--- src/rtl/par_to_ser.sv ---
// par_to_ser: captures a parallel frame of NUM_REGS words in one handshake and
// presents it one word per output handshake, with backpressure and flush.
//
// state | meaning
// IDLE  | waiting for a frame; loadReady=1, nothing presented
// SHIFT | presenting stored word[wordIdx] on sDataOut with sValid=1
module par_to_ser #(
  parameter int DATA_WIDTH = 16,
  parameter int NUM_REGS   = 8
) (
  input  logic                        clk,
  input  logic                        rst,
  input  logic [DATA_WIDTH-1:0]       pDataIn [0:NUM_REGS-1],
  input  logic                        loadValid,
  output logic                        loadReady,
  input  logic                        flush,
  output logic [DATA_WIDTH-1:0]       sDataOut,
  output logic                        sValid,
  input  logic                        sReady,
  output logic                        sLast,
  output logic [$clog2(NUM_REGS)-1:0] wordIdx
);

  localparam int IW = $clog2(NUM_REGS);
  localparam logic [IW-1:0] LAST_IDX = IW'(NUM_REGS - 1);

  typedef enum logic {IDLE, SHIFT} state_t;

  state_t                state;
  state_t                state_nxt;
  logic [IW-1:0]         idx;
  logic [IW-1:0]         idx_nxt;
  logic [DATA_WIDTH-1:0] mem [0:NUM_REGS-1];
  logic                  load_hs;
  logic                  out_hs;

  // Outputs are decoded from registered state only, so reset clears them at once.
  assign loadReady = (state == IDLE);
  assign sValid    = (state == SHIFT);
  assign sLast     = sValid && (idx == LAST_IDX);
  assign sDataOut  = sValid ? mem[idx] : '0;
  assign wordIdx   = idx;

  // Flush outranks a load presented in the same cycle.
  assign load_hs = loadValid && loadReady && !flush;
  assign out_hs  = sValid && sReady;

  // State and word index registers.
  always_ff @(posedge clk or negedge rst) begin
    if (!rst) begin
      state <= IDLE;
      idx   <= '0;
    end else begin
      state <= state_nxt;
      idx   <= idx_nxt;
    end
  end

  // Next-state and next-index logic.
  always_comb begin
    state_nxt = state;
    idx_nxt   = idx;
    case (state)
      IDLE: begin
        if (load_hs) begin
          state_nxt = SHIFT;
          idx_nxt   = '0;
        end
      end
      SHIFT: begin
        if (flush) begin
          state_nxt = IDLE;
          idx_nxt   = '0;
        end else if (out_hs) begin
          if (sLast) begin
            state_nxt = IDLE;
            idx_nxt   = '0;
          end else begin
            idx_nxt = idx + IW'(1);
          end
        end
      end
      default: begin
        state_nxt = IDLE;
        idx_nxt   = '0;
      end
    endcase
  end

  // Frame storage: written only on a load handshake, so later pDataIn changes are ignored.
  always_ff @(posedge clk or negedge rst) begin
    if (!rst) begin
      for (int i = 0; i < NUM_REGS; i++) mem[i] <= '0;
    end else if (load_hs) begin
      for (int i = 0; i < NUM_REGS; i++) mem[i] <= pDataIn[i];
    end
  end

endmodule

--- config.mk ---
export PLATFORM = sky130hd
export DESIGN_NAME = par_to_ser
export DESIGN_NICKNAME = d
export VERILOG_FILES = /design/src/rtl/par_to_ser.sv
export SDC_FILE = /design/constraint.sdc
export NUM_CORES = 1
export LEC_CHECK = 0
export CAP_MARGIN = 0
export CORE_MARGIN = 2
export CORE_UTILIZATION = 53
export DETAILED_ROUTE_END_ITERATION = 16
export PLACE_DENSITY_LB_ADDON = 0.3
export SLEW_MARGIN = 20
export SYNTH_ARGS = -nofsm -noshare
export SYNTH_HDL_FRONTEND = slang
export SYNTH_SLANG_ARGS = --single-unit
--- constraint.sdc ---
create_clock -name clk -period 4.3 [get_ports clk]
set_clock_uncertainty 0.2 [all_clocks]
set_input_delay 0.86 -clock clk [delete_from_list [all_inputs] [get_ports clk]]
set_output_delay 0.86 -clock clk [all_outputs]
set_load 0.05 [all_outputs]
# Yosys cells after proc, flatten, opt, wreduce, memory -nomap -nowiden
# Cells that the tools add are included.
# totals
register_bits	132
input_bits	133
word_cells	37
# op_classes
bitwise	2
add_sub_neg	1
eq_ne	3
reduce_logical	6
mux	14
magnitude_cmp	1
# op_table
operator	n
16-bit binary-select mux with 3-bit select	1
16-bit two-way mux	3
3-bit two-way mux	4
3-bit case mux with 2 select lines	1
4-bit greater-or-equal comparator (second input constant)	1
1-bit logical AND	4
1-bit two-way mux	4
3-bit inverter with 4-bit output	1
3-bit by 1-bit adder with 3-bit output (second input constant)	1
3-bit equality test (second input constant)	1
3-bit by 2-bit != test with 1-bit output (second input constant)	1
2-bit by 1-bit != test with 1-bit output (second input constant)	1
1-bit case mux with 2 select lines	1
2-bit AND reduction	1
1-bit logical NOT	1
1-bit inverter	1

# Logic depth before layout (Yosys ltp)
# depth
word_depth	6
depth_mapped	5
depth_no_buf	5

# Least setup slack after synthesis
# No wires, ideal clock.
# synth_timing
path_kind	reg-to-output
startpoint	register state (netlist: sValid)
endpoint	output port sDataOut[0]
arrival_time_ns	2.246
t_required_ns	3.240
setup_slack_ns	0.994
path_stages_with_launch	4
path_cell_list	dfrtp_1 clkinv_1 clkbuf_1 nor2_1
# synth_via
elab_chain_len	1
# synth_rtl
item	line	source
from (decl)	29	state_t state;
from (signal assigned)	54	state <= state_nxt;
16-bit two-way mux	41	assign sDataOut = sValid ? mem[idx] : '0;
to (decl)	17	output logic [DATA_WIDTH-1:0] sDataOut,
# No other way between the ends.

# Worst setup path after layout
# layout_timing
startpoint	register idx[1] (netlist: wordIdx[1])
endpoint	output port sDataOut[11]
# layout_via
elab_chain_len	5
# layout_rtl
item	line	source
from (decl)	31	logic [IW-1:0] idx;
from (signal assigned)	55	idx <= idx_nxt;
3-bit inverter with 4-bit output (not written as such)	41	
16-bit binary-select mux with 3-bit select	41	
16-bit two-way mux (not written as such) (2 in a row)	41	
16-bit two-way mux	41	
# No other way between the ends. The select of a mux whose other input is x is not followed.

==> results.toml <==
[run_status]
status = "complete, no violations"

[sta]
finalMaxSlewViolations = 0
hold_viol = 0
tightest_slew_ps = 920
rsz0062_at_grt = "no"
fmax_mhz = 253
period_share_pct = 92.0
slew_headroom_pct = 38.7
setup_viol = 0
period_minus_slack_ps = 3960
tns_ps = 0

[clocking]
htreeDepth = 4
postCtsSetupRepairBufs = 0
clock-sinks = 132
postCtsHoldBufs = 0
cts_buffers = 17
cts_resized = 0
clk_root_buffer_cell = "clkbuf_16"
cts_buffer_depth = 2
clk_pin_slew_ps = 50
cts_tree = "built"
clkLatencyLatePin_ps = 410

[routing]
wl_per_cell_microns = 20.1
detail-route-antenna-nets = 0
drtIter0Drc = 163
vias_per_cell = 5.51
totalWireLength_microns = 13600
drc_errors = 0
first_pass_iters = 4
via_count = 3744

[global_routing]
grt_max_degree = 72
first_global_vias = 4203
gr-total-overflow = 0
track_usage_pct = 23.9
grt_pass1_wl_microns = 22200
antenna_found_initial = 0

[layout]
final_common_cell = "clkdlybuf4s50_1"
final_cell_mix = "clkdlybuf4s50_1 (153), dfrtp_1 (130), mux2_2 (129)"
diodes = 0
drive_above_1_share_pct = 36.8
syn_to_final_growth_pct = 35.6
final_core_util_pct = 73.0
nets = 659

[die]
die_h_microns = 111
initial_core_util_pct = 53.8
pin_count = 155
core_sq_um = 11300
row_count = 39
die_area_sq_um = 12300
die_x_microns = 111

[logic_synthesis]
yosys_warnings = 0
synthAdderAreaFrac_pct = 0.412
ys_seq_elements = 132
ys_seq_area_share_pct = 54.4
synth_nets = 502
synth_top_family_by_area = "multiplexers"
async_flop_share_pct = 100
synth-main-ff-cell = "dfrtp_1"
netlist_area_sq_um = 6070
synth_cells = 367
synth-xor-area-share_pct = 0
avgSynthCellArea_sq_um = 16.5
synth_edf_count = 0
yosys.area_share.simple_pct = 1.81
synth_compound_area_share_pct = 0.227
synth_cell_type_count = 22
muxShareOfSynthArea_pct = 38.9

[pwr]
swShare_pct = 24.2
pwr-share-comb_pct = 19.8
ir_worst_vdd_mv = 0.370
leakagePower_nw = 3.27
p_sw_mw = 0.910
sequentialPowerShare_pct = 42.9
power_density_nw_per_um2 = 456
p_clk_share_pct = 37.3
internal-power_mw = 2.85

[placed_design]
place.gp.congestion = 0.881
io_buffer_count = 154
dp_hpwl_microns = 9340

[job]
maxCapViolCount = 0

[worst_setup_path]
endpoint_kind = "output port"
slowest_delay_ps = 720
crit_arrival_ps = 2900
worst_ep_required_time_ps = 3240
worst_path_max_delay_cell = "clkdlybuf4s50_1"
crit_type = "flop to output port"
cp_max_fo = 13
startpoint_type = "flop"
path_cells = "buf_4, mux4_1, mux2i_1, nor2_1, clkdlybuf4s50_1"

[worst_hold_path]
hp-class = "flop to flop"
-- worst max-delay path, delay by kind of cell, from the launching register on --
family                 cells  cell delay [ps]
buffers and inverters      2             1000
and+or+nand+nor            1               60
muxes                      2              760
DFF                        1              650
-- synthesized netlist by cell type, drive strengths merged (2+ instances only) --
master | count | share of area (%)
nand2 | 2 | 0.12
ha | 2 | 0.41
mux4 | 32 | 12
nor2 | 17 | 1.1
dfrtp | 132 | 54
mux2 | 129 | 24
nor3b | 2 | 0.33
buf | 23 | 3.9
inv | 2 | 0.12
mux2i | 18 | 3.0
clkbuf | 2 | 0.12
-- through the flow --
stage	worst slack [ps]	cell area (sq um)	instances	power, mW	hold slack [ps]
2_1_floorplan	994	6070	367	2.08	272
3_3_place_gp	839	7660	648	2.34	285
3_5_place_dp	767	7660	648	2.37	291
4_1_cts	287	8230	679	3.79	306
5_1_grt	163	8230	679	3.93	317
6_report	344	8230	679	3.76	301
-- path summary, 6_finish.rpt --
check | startpoint | to | cells past startpoint | slack [ps]
worst max-delay path | wordIdx[1] | sDataOut[11] | 5 | 340
max in group asynchronous | rst | mem[113] | 2 | 2670
worst min register to register | mem[13] | mem[13] | 1 | 300
worst max register to register | sValid | mem[84] | 3 | 2060
worst min-delay path | mem[13] | mem[13] | 1 | 300
min in group asynchronous | rst | mem[78] | 1 | 380
-- cell type report --
type / count / area, sq um
Clock buffer: 27 / 503
Clock inverter: 4 / 70.1
Fill cell: 739 / 3040
Inverter: 3 / 11.3
Multi-Input combinational cell: 207 / 2520
Sequential cell: 132 / 3310
Tap cell: 143 / 179
Timing Repair Buffer: 163 / 1640
-- power by group through the flow --
stage	Clock [mW]	Sequential [mW]	Combinational [mW]
final	1.40	1.61	0.743
after floorplan	0	1.58	0.498
after detailed placement	0	1.63	0.745
after global routing	1.49	1.64	0.796
after CTS	1.43	1.61	0.752
after global placement	0	1.61	0.724
-- routing by layer --
layer / wire length [microns] / track usage (%)
met1: 5540 / 28.5
met2: 7200 / 41.5
met3: 654 / 7.44
met4: 217 / 7.82
met5: 0 / 0
-- state kept, by name, indices dropped and copies added, names as in the netlist --
register and count:
sValid 1, mem 128, wordIdx 3
-- cell families (layout without fill, tap and decap cells) --
family | count (synthesis) | count (layout)
flip-flops | 132 | 132
buffers and inverters | 28 | 197
AND/OR/NAND/NOR | 24 | 24
AO/OA/AOI/OAI | 2 | 2
adder cells (fa/ha/maj) | 2 | 2
multiplexers | 179 | 179
No activity file was read; power rests on OpenSTA's default activity.
